<file path="src/rtl/uart_rx_os.sv">
// 8N1 UART receiver with a synchronised line input and 3-sample majority voting at bit centre.
// Delivers each good byte as a one-cycle valid pulse and flags stop-bit errors with frame_err.
module uart_rx_os #(
   parameter int CLKS_PER_BIT = 5208,
   parameter int SYNC_STAGES  = 2
) (
   input  logic       clk,
   input  logic       rst,
   input  logic       rxd,
   output logic       valid,
   output logic [7:0] data,
   output logic       frame_err,
   output logic       busy
);

   localparam int CW = $clog2(CLKS_PER_BIT);
   localparam int H  = CLKS_PER_BIT / 2;
   localparam logic [CW-1:0] CNT_LAST = CW'(CLKS_PER_BIT - 1);
   localparam logic [CW-1:0] CNT_S0   = CW'(H - 1);
   localparam logic [CW-1:0] CNT_S1   = CW'(H);
   localparam logic [CW-1:0] CNT_S2   = CW'(H + 1);

   typedef enum logic [2:0] {
      IDLE      = 3'd0,
      START     = 3'd1,
      DATA      = 3'd2,
      STOP      = 3'd3,
      WAIT_IDLE = 3'd4
   } state_t;

   function automatic logic maj3(input logic a, input logic b, input logic c);
      return (a & b) | (a & c) | (b & c);
   endfunction

   logic [SYNC_STAGES-1:0] sync_q;
   logic [SYNC_STAGES-1:0] sync_vld_q;
   logic                   rx_s;
   logic                   sync_ok;
   logic                   maj;

   state_t         state_q;
   logic [CW-1:0]  cnt_q;
   logic [2:0]     bit_idx_q;
   logic [7:0]     shift_q;
   logic [1:0]     smp_q;
   logic           armed_q;
   logic           valid_q;
   logic           ferr_q;
   logic [7:0]     data_q;

   // Line synchroniser; sync_vld_q marks when the reset value of the chain has been flushed out.
   always_ff @(posedge clk) begin
      if (rst) begin
         sync_q     <= '1;
         sync_vld_q <= '0;
      end else begin
         sync_q     <= {sync_q[SYNC_STAGES-2:0], rxd};
         sync_vld_q <= {sync_vld_q[SYNC_STAGES-2:0], 1'b1};
      end
   end

   assign rx_s    = sync_q[SYNC_STAGES-1];
   assign sync_ok = sync_vld_q[SYNC_STAGES-1];
   assign maj     = maj3(smp_q[0], smp_q[1], rx_s);

   // Receive FSM with bit counter, majority sampling and registered output pulses.
   always_ff @(posedge clk) begin
      if (rst) begin
         state_q   <= IDLE;
         cnt_q     <= '0;
         bit_idx_q <= 3'd0;
         shift_q   <= 8'h00;
         smp_q     <= 2'b00;
         armed_q   <= 1'b0;
         valid_q   <= 1'b0;
         ferr_q    <= 1'b0;
         data_q    <= 8'h00;
      end else begin
         valid_q <= 1'b0;
         ferr_q  <= 1'b0;
         if (cnt_q == CNT_S0) smp_q[0] <= rx_s;
         if (cnt_q == CNT_S1) smp_q[1] <= rx_s;
         case (state_q)
            IDLE: begin
               cnt_q <= '0;
               // Only a high seen after the synchroniser has flushed arms the receiver.
               if (rx_s && sync_ok) armed_q <= 1'b1;
               if (armed_q && !rx_s) state_q <= START;
            end
            START: begin
               if (cnt_q == CNT_S2 && maj) begin
                  state_q <= IDLE;
                  cnt_q   <= '0;
               end else if (cnt_q == CNT_LAST) begin
                  state_q   <= DATA;
                  cnt_q     <= '0;
                  bit_idx_q <= 3'd0;
               end else begin
                  cnt_q <= cnt_q + CW'(1);
               end
            end
            DATA: begin
               if (cnt_q == CNT_S2) shift_q <= {maj, shift_q[7:1]};
               if (cnt_q == CNT_LAST) begin
                  cnt_q <= '0;
                  if (bit_idx_q == 3'd7) state_q <= STOP;
                  else                   bit_idx_q <= bit_idx_q + 3'd1;
               end else begin
                  cnt_q <= cnt_q + CW'(1);
               end
            end
            STOP: begin
               if (cnt_q == CNT_S2) begin
                  cnt_q <= '0;
                  if (maj) begin
                     data_q  <= shift_q;
                     valid_q <= 1'b1;
                     state_q <= IDLE;
                  end else begin
                     ferr_q  <= 1'b1;
                     state_q <= WAIT_IDLE;
                  end
               end else begin
                  cnt_q <= cnt_q + CW'(1);
               end
            end
            WAIT_IDLE: begin
               cnt_q <= '0;
               if (rx_s) state_q <= IDLE;
            end
            default: begin
               state_q <= IDLE;
               cnt_q   <= '0;
            end
         endcase
      end
   end

   assign valid     = valid_q;
   assign frame_err = ferr_q;
   assign data      = data_q;
   assign busy      = (state_q != IDLE);

endmodule
</file>
<file path="config.mk">
export PLATFORM = sky130hd
export DESIGN_NAME = uart_rx_os
export DESIGN_NICKNAME = d
export VERILOG_FILES = /design/src/rtl/uart_rx_os.sv
export SDC_FILE = /design/constraint.sdc
export NUM_CORES = 1
export LEC_CHECK = 0
export ABC_AREA = 1
export ABC_CLOCK_PERIOD_IN_PS = 4100
export BUFFER_PORTS_ARGS = -buffer_cell sky130_fd_sc_hd__buf_2
export CAP_MARGIN = 10
export CORE_MARGIN = 4
export CORE_UTILIZATION = 45
export DETAILED_ROUTE_END_ITERATION = 6
export GPL_ROUTABILITY_DRIVEN = 0
export PLACE_DENSITY_LB_ADDON = 0.12
export RECOVER_POWER = 50
export SETUP_SLACK_MARGIN = 0.15
export SLEW_MARGIN = 10
export SYNTH_ARGS = -nofsm -noshare
export SYNTH_HDL_FRONTEND = slang
export SYNTH_SLANG_ARGS = --single-unit
</file>
<file path="constraint.sdc">
create_clock -name clk -period 4.1 [get_ports clk]
set_input_delay 0.205 -clock clk [delete_from_list [all_inputs] [get_ports clk]]
set_output_delay 0.205 -clock clk [all_outputs]
set_load 0.01 [all_outputs]
</file>
==> results of run 1 <==
## power by group through the flow
stage | Combinational (mW) | Clock, mW | Sequential (mW)
floorplan | 0.269 | 0 | 0.490
global placement | 0.315 | 0 | 0.496
detailed placement | 0.316 | 0 | 0.497
CTS | 0.318 | 0.363 | 0.486
global route | 0.361 | 0.381 | 0.489
finish | 0.309 | 0.348 | 0.484
## cells by family after synthesis
| logic type | after synthesis | share of synthesized area |
|---|---|---|
| simple gates | 120 | 0.2977 |
| flops | 44 | 0.4330 |
| fa+ha+maj | 5 | 0.03075 |
| xor+xnor | 4 | 0.01722 |
| buf+inv | 56 | 0.1107 |
| compound gates | 45 | 0.1107 |
## metrics by stage
step / total power [mW] / util / setup slack [ps]
after global placement: 0.8113 / 0.4894 / 2486
after global routing: 1.230 / 0.5086 / 1832
after detailed placement: 0.8128 / 0.4894 / 2439
final: 1.141 / 0.5086 / 2147
after floorplan: 0.7588 / - / 2642
after CTS: 1.167 / 0.5172 / 2410
## flip-flops by register name, summed over array words and instances (netlist names)
register	cells
armed_q	1
state_q	3
frame_err	1
valid	1
smp_q	2
data	8
sync_vld_q	2
sync_q	2
cnt_q	13
shift_q	8
bit_idx_q	3
## metal layers
layer	vias up	wire length [um]	share of wire
li1	874	-	-
met1	691	1648	0.47
met2	14	1679	0.48
met3	5	108	0.031
met4	0	67	0.019
met5	-	0	0
## worst max-delay path by stage
stage / start / end / slack [ps] / cells past startpoint
after floorplan: cnt_q[1] / cnt_q[11] / 2640 / 12
after global placement: sync_q[1] / data[2] / 2490 / 5
after detailed placement: sync_q[1] / data[5] / 2440 / 5
after CTS: sync_q[1] / data[5] / 2410 / 5
after global routing: cnt_q[1] / data[3] / 1830 / 7
final: cnt_q[1] / data[3] / 2150 / 7
## final cells by class
class | count | area [um2] | area share
clock buffer | 6 | 82.58 | 0.03729
clock inverter | 2 | 38.79 | 0.01751
inverter | 51 | 191.4 | 0.08644
multi-input combinational | 174 | 904.6 | 0.4085
sequential | 44 | 880.8 | 0.3977
tap | 52 | 65.06 | 0.02938
timing repair buffer | 13 | 51.30 | 0.02316
## cell usage in the layout (no fill, tap or decap)
| cell type | count |
|---|---|
| clkbuf_8 | 6 |
| a21oi_1 | 21 |
| nand2b_1 | 1 |
| or2_1 | 1 |
| nand3_2 | 2 |
| nor3_1 | 4 |
| nor2_4 | 2 |
| dfxtp_1 | 44 |
| nand2_4 | 1 |
| xor2_1 | 3 |
| o21ai_0 | 21 |
| inv_2 | 5 |
| buf_2 | 2 |
| clkbuf_1 | 11 |
| nor3_2 | 3 |
| nand2_1 | 43 |
| nor2_1 | 33 |
| nand3_1 | 11 |
| ha_1 | 5 |
| nor2_2 | 12 |
| clkinv_4 | 1 |
| clkinv_1 | 1 |
| nand4_2 | 1 |
| o21ai_1 | 3 |
| inv_1 | 45 |
| or2_2 | 2 |
| bufinv_16 | 1 |
| nand2_2 | 1 |
| nand4_1 | 3 |
| xnor2_1 | 1 |
## critical path, cell delays in order, from the launching register on
cell and delay, ps:
dfxtp_1 320, inv_1 100, ha_1 150, nand3_1 70, nor2_1 230, nand4_1 530
o21ai_0 350, a21oi_1 60
==> flow_summary.ini, run 1 <==
[status]
status = complete, no violations

[synth]
syn-mean-instance-area_um2 = 7.425
synth_top_area_frac = 0.4330
netlist_top_cells_count = dfxtp_1, inv_1, nand2_1
ys_warn_count = 0
ys_types = 27
seq_area_frac_synth = 0.4330
postSynthCellCount = 274
synth_top_flop_cell = dfxtp_1
async_reset_ff_frac = 0
synth_seq_cells = 44
synth_area_leaders = dfxtp_1, inv_1, nand2_1, nor2_1, a21oi_1
synth_edf_count = 0
synth_top_cell_by_area = dfxtp_1
syn-num-nets = 282
syn-cell-area_um2 = 2034

[timing]
worst_pin_slew_ps = 610.7
setup_viol_count_final = 0
slew_violations = 0
fmax_ghz = 0.5120
final_hold_viol_count = 0
fin_crit_sh = 0.4763
finalClockSkew_ps = 10.16
grt_setup_unrepaired = false
tns_ps = 0
worst_slew_margin_rel = 0.5917
hold_slack_ps = 79.41
fin_crit_ps = 1953

[hold_path]
min_to = sync_q[0]
min_from = rxd
min-delay-path-class = in2reg
holdPathStages = 2

[placement]
dp_hpwl_um = 2561
portBuffers = 13
dpl_cell_area_um2 = 2131
dpl.cell_count = 334

[cts]
postCtsHoldBufs = 0
clock-sinks = 44
h-tree-depth = 2
cts_buffer_depth = 2
post_cts_resized = 0
ctsRootBufferMaster = clkbuf_8
cts_setup_buffers = 0
cts_tree = built
cts_buffers = 5
clk_pin_slew_ps = 80
clk_latency_ps = 300

[routing]
routed_wl_um = 3503
vias = 1584
drtIter0Drc = 55
via_per_inst = 4.632
ant_nets = 0
remaining_drc_errors = 0
dr.pass1.iters = 4
routedWlPerCell_um = 10.24

[final_layout]
drive_gt1_frac = 0.1345
diodes = 0
fillers = 446
syn2layout_area_growth_pct = 8.856
nNetsFinal = 297
final_cell_count_no_fill = 342
fin_area_um2 = 2215

[floorplan]
dieArea_um2 = 5661
fp.coreArea_um2 = 4354
die_x_um = 75.24
die_y_um = 75.24
io_pins = 14
start_util = 0.4672
rows = 24

[power_and_ir_drop]
power.share.clock = 0.305
p_sw_uw = 378.5
power_leakage_nw = 0.8611
intPower_uw = 762.5
powerDensity_nw_per_um2 = 515.2
irDropWorstVdd_mv = 0.2773
p_sw_frac = 0.3317
power_frac_comb = 0.271
seqPwrFrac = 0.425

[global_route]
grt_remaining_overflow = 0
grt_usage = 0.1419
grt_pass1_vias = 1422
busiest_layer = met2
grt_pass1_wl_um = 6037
grt_max_degree = 26
grtUsageMet3 = 0.04406
grt_antenna_before_repair = 0
use_met1 = 0.1797
grtUsageMet2 = 0.2244

[worst_setup_path]
critPathLaunchType = flop
required_ps = 4270
timing.rr.end = data[3]
r2r_cells = 7
crit_fanout = 17
r2r-start = cnt_q[1]
cp-end-kind = flop
arrival_ps = 2120
r2r_slack_ps = 2150
critPathKind = reg2reg

[job]
cap_violations = 0
No activity file was read; power rests on OpenSTA's default activity.
==> inputs of run 2 (changes only) <==
--- a/config.mk
+++ b/config.mk
@@ -6,7 +6,7 @@
 export NUM_CORES = 1
 export LEC_CHECK = 0
 export ABC_AREA = 1
-export ABC_CLOCK_PERIOD_IN_PS = 4100
+export ABC_CLOCK_PERIOD_IN_PS = 1940
 export BUFFER_PORTS_ARGS = -buffer_cell sky130_fd_sc_hd__buf_2
 export CAP_MARGIN = 10
 export CORE_MARGIN = 4
==> constraint.sdc (replaced) <==
create_clock -name clk -period 1.94 [get_ports clk]
set_input_delay 0.097 -clock clk [delete_from_list [all_inputs] [get_ports clk]]
set_output_delay 0.097 -clock clk [all_outputs]
set_load 0.01 [all_outputs]
==> flow_summary.ini, run 2 (synthesized netlist as in run 1, its figures left out) <==
[floorplan]
start_util = 0.4672
fp.coreArea_um2 = 4354
rows = 24
dieArea_um2 = 5661
io_pins = 14
die_y_um = 75.24
die_x_um = 75.24

[worst_setup_path]
required_ps = 2130
critPathKind = reg2reg
critPathLaunchType = flop
arrival_ps = 1800
cp-end-kind = flop
crit_fanout = 6

[timing]
slew_violations = 0
fin_crit_sh = 0.8291
fmax_ghz = 0.6217
finalClockSkew_ps = 9.509
timing.final.ws_setup_ps = 331.6
grt_setup_unrepaired = false
final_hold_viol_count = 0
worst_pin_slew_ps = 598.1
fin_crit_ps = 1608
worst_slew_margin_rel = 0.5982
setup_viol_count_final = 0
tns_ps = 0

[routing]
routed_wl_um = 3517
via_per_inst = 4.671
remaining_drc_errors = 0
ant_nets = 0
dr.pass1.iters = 4
routedWlPerCell_um = 10.25
vias = 1602
drtIter0Drc = 48

[final_layout]
regMostFlops = cnt_q
fillers = 440
drive_gt1_frac = 0.1512
seqCellArea_um2 = 882.1
largest_reg_flops = 13
final_cell_count_no_fill = 343
nNetsFinal = 298
layout_common_cells = inv_1, nand2_1, dfxtp_1
final_common_cell = inv_1
diodes = 0
syn2layout_area_growth_pct = 11.50
multi_input_area_um2 = 947.2

[power_and_ir_drop]
irDropWorstVdd_mv = 0.4671
power_leakage_nw = 0.8723
powerDensity_nw_per_um2 = 1075

[cts]
cts_buffers = 5
clk_pin_slew_ps = 80
h-tree-depth = 2
cts_tree = built
cts_buffer_depth = 2
clock-sinks = 44
ctsRootBufferMaster = clkbuf_8
clk_latency_ps = 290

[global_route]
grt_remaining_overflow = 0
grt_pass1_vias = 1434
grt_max_degree = 26
grt_pass1_wl_um = 6106
grt_antenna_before_repair = 0
grt_usage = 0.1417

[status]
status = complete, no violations

[placement]
dpl.cell_count = 334
dp_hpwl_um = 2571
dp_slack_ps = 256.0
portBuffers = 13

[hold_path]
min-delay-path-class = in2reg

[job]
cap_violations = 0
==> run 2: changes by cell type in the layout (fill, tap and decap cells not counted), sizes merged <==
cell	previous run	this run
dlygate4sd3	0	1
==> run 2: critical path, cell delays in order, from the launching register on <==
cell and delay (ps):
dfxtp_1 370, nor2_1 170, clkinv_1 140, nor2_4 150, inv_1 110, nor2_1 130
or2_1 120, nand2_1 100, o21ai_0 180, nor2_1 50
==> run 2: final cells by class <==
| cell class | count | share of cell area |
|---|---|---|
| Clock buffer | 6 | 0.03640 |
| Sequential cell | 44 | 0.3889 |
| Inverter | 51 | 0.08439 |
| Multi-Input combinational cell | 174 | 0.4175 |
| Clock inverter | 2 | 0.01710 |
| Timing Repair Buffer | 14 | 0.02703 |
| Tap cell | 52 | 0.02868 |
==> run 2: worst paths after layout <==
kind,startpoint,endpoint,slack [ps],depth (start not counted)
hold reg to reg,sync_q[0],sync_q[1],420,1
setup reg to reg,state_q[2],bit_idx_q[0],330,9
setup / recovery,state_q[2],bit_idx_q[0],330,9
hold / removal,rst,valid,120,2
==> run 2: timing repair <==
| item | 4_1_cts | 5_1_grt |
|---|---|---|
| hold buffers | 1 | 0 |
| gates resized for setup | 0 | 4 |
| buffers inserted | 0 | 0 |
| hold endpoints to repair | 1 | 0 |
| setup endpoints to repair | 0 | 11 |
==> run 2: per-stage QoR <==
step           cell area [um2]  power (mW)  hold slack [ps]  utilization
6_report                  2268       2.438            117.3       0.5210
3_3_place_gp              2131       1.714            283.9       0.4894
2_1_floorplan             2034       1.604            166.1            -
5_1_grt                   2268       2.620            141.4       0.5210
3_5_place_dp              2131       1.720            282.6       0.4894
4_1_cts                   2262       2.459            43.63       0.5195
==> run 2: power breakdown <==
group          total [mW]  switching [mW]  internal, mW
Sequential           1.03          0.0574         0.969
Combinational       0.683           0.454         0.229
Clock               0.728           0.307         0.421
Total                2.44           0.819          1.62
==> run 2: per-layer routing <==
layer	wire (um)	GRT usage
met3	113	0.04940
met2	1605	0.2205
met1	1759	0.1841
met5	0	0
met4	38	0.04660
==> inputs of run 3 (changes only) <==
--- a/config.mk
+++ b/config.mk
@@ -6,7 +6,7 @@
 export NUM_CORES = 1
 export LEC_CHECK = 0
 export ABC_AREA = 1
-export ABC_CLOCK_PERIOD_IN_PS = 1940
+export ABC_CLOCK_PERIOD_IN_PS = 1500
 export BUFFER_PORTS_ARGS = -buffer_cell sky130_fd_sc_hd__buf_2
 export CAP_MARGIN = 10
 export CORE_MARGIN = 4
==> constraint.sdc (replaced) <==
create_clock -name clk -period 1.5 [get_ports clk]
set_input_delay 0.075 -clock clk [delete_from_list [all_inputs] [get_ports clk]]
set_output_delay 0.075 -clock clk [all_outputs]
set_load 0.01 [all_outputs]
==> flow_summary.ini, run 3 (synthesized netlist as in run 1, its figures left out) <==
[worst_setup_path]
critPathLaunchType = flop
crit_fanout = 7
critPathKind = reg2reg
arrival_ps = 1630
required_ps = 1690
cp-end-kind = flop

[final_layout]
regMostFlops = cnt_q
layout_common_cells = inv_1, dfxtp_1, nand2_1
utilization = 0.6184
nNetsFinal = 324
largest_reg_flops = 13
fillers = 386
drive_gt1_frac = 0.3481
multi_input_area_um2 = 1182
final_common_cell = inv_1
diodes = 0
seqCellArea_um2 = 900.9
syn2layout_area_growth_pct = 32.35

[power_and_ir_drop]
irDropWorstVdd_mv = 0.5992
power_leakage_nw = 1.028
powerDensity_nw_per_um2 = 1258

[timing]
hold_slack_ps = 50.57
worst_slew_margin_rel = 0.5354
fin_crit_ps = 1447
setup_viol_count_final = 0
finalClockSkew_ps = 10.28
fin_crit_sh = 0.9646
slew_violations = 0
final_hold_viol_count = 0
worst_pin_slew_ps = 693.2
grt_setup_unrepaired = true
fmax_ghz = 0.6911

[hold_path]
min-delay-path-class = in2reg

[routing]
routedWlPerCell_um = 11.31
via_per_inst = 4.709
ant_nets = 0
vias = 1733
dr.pass1.iters = 4
drtIter0Drc = 76
remaining_drc_errors = 0
routed_wl_um = 4163

[placement]
portBuffers = 13
dp_hpwl_um = 2607

[floorplan]
die_x_um = 75.24
fp.coreArea_um2 = 4354
die_y_um = 75.24
rows = 24
dieArea_um2 = 5661
start_util = 0.4672
io_pins = 14

[global_route]
grt_antenna_before_repair = 0
grt_max_degree = 26
grt_usage = 0.1556
grt_pass1_wl_um = 6755
grt_remaining_overflow = 0
grt_pass1_vias = 1522

[cts]
cts_tree = built
cts_buffer_depth = 2
h-tree-depth = 2
ctsRootBufferMaster = clkbuf_8
clock-sinks = 44
cts_buffers = 5
clk_latency_ps = 300
clk_pin_slew_ps = 80

[status]
status = complete, no violations

[job]
cap_violations = 0
-- run 3: final cells by class --
| type | count | area share |
|---|---|---|
| repair buffers | 39 | 0.1004 |
| multi-input cells | 175 | 0.4391 |
| clock inverters | 2 | 0.004182 |
| inverters | 51 | 0.07203 |
| flip-flops and latches | 44 | 0.3346 |
| well taps | 52 | 0.02416 |
| clock buffers | 5 | 0.02556 |
-- run 3: per-stage QoR --
step	TNS [ps]	cell area (um2)	instances	power [mW]	worst slack, ps
final	0	2693	368	3.386	53.12
after global routing	-954.7	2693	368	3.612	-84.37
after CTS	0	2509	363	3.214	73.81
after detailed placement	0	2257	348	2.248	6.332
after global placement	-16.71	2257	348	2.241	-16.71
after floorplan	0	2056	274	2.080	116.2
-- run 3: report_power, final --
group,internal (mW),total (mW),leakage [nW],switching (mW)
Clock,0.317,0.719,0.0443,0.402
Combinational,0.491,1.31,0.623,0.822
Sequential,1.27,1.36,0.361,0.0903
Total,2.07,3.39,1.03,1.31
-- run 3: final timing paths --
| path | slack [ps] | from | to | cells after the start |
|---|---|---|---|---|
| max | 50 | cnt_q[1] | cnt_q[3] | 11 |
| min | 50 | rst | armed_q | 2 |
| max reg2reg | 50 | cnt_q[1] | cnt_q[3] | 11 |
| min reg2reg | 410 | sync_vld_q[0] | sync_vld_q[1] | 2 |
-- run 3: metal layers --
layer / routed length [um] / global-route usage / up-vias
met5: 0 / 0 / -
met1: 1933 / 0.2133 / 776
met2: 2072 / 0.2389 / 18
met3: 114 / 0.04005 / 4
li1: - / - / 935
met4: 42 / 0.05243 / 0
-- run 3: worst max-delay path: stages (launching register included) --
cell and delay (ps):
dfxtp_4 360, inv_4 70, ha_4 130, nand3_4 80, nor2_4 140, nand2_2 70
nand2_1 60, nand2_1 50, inv_2 100, nand2_4 100, nand2_8 120, nor2_2 40
-- run 3: timing repair --
action / CTS / global route
pin swaps: 9 / 16
hold endpoints to repair: 1 / 0
resized for setup: 33 / 39
gates cloned: 1 / 0
hold buffers: 1 / 0
setup endpoints to repair: 35 / 39
setup buffers: 6 / 5
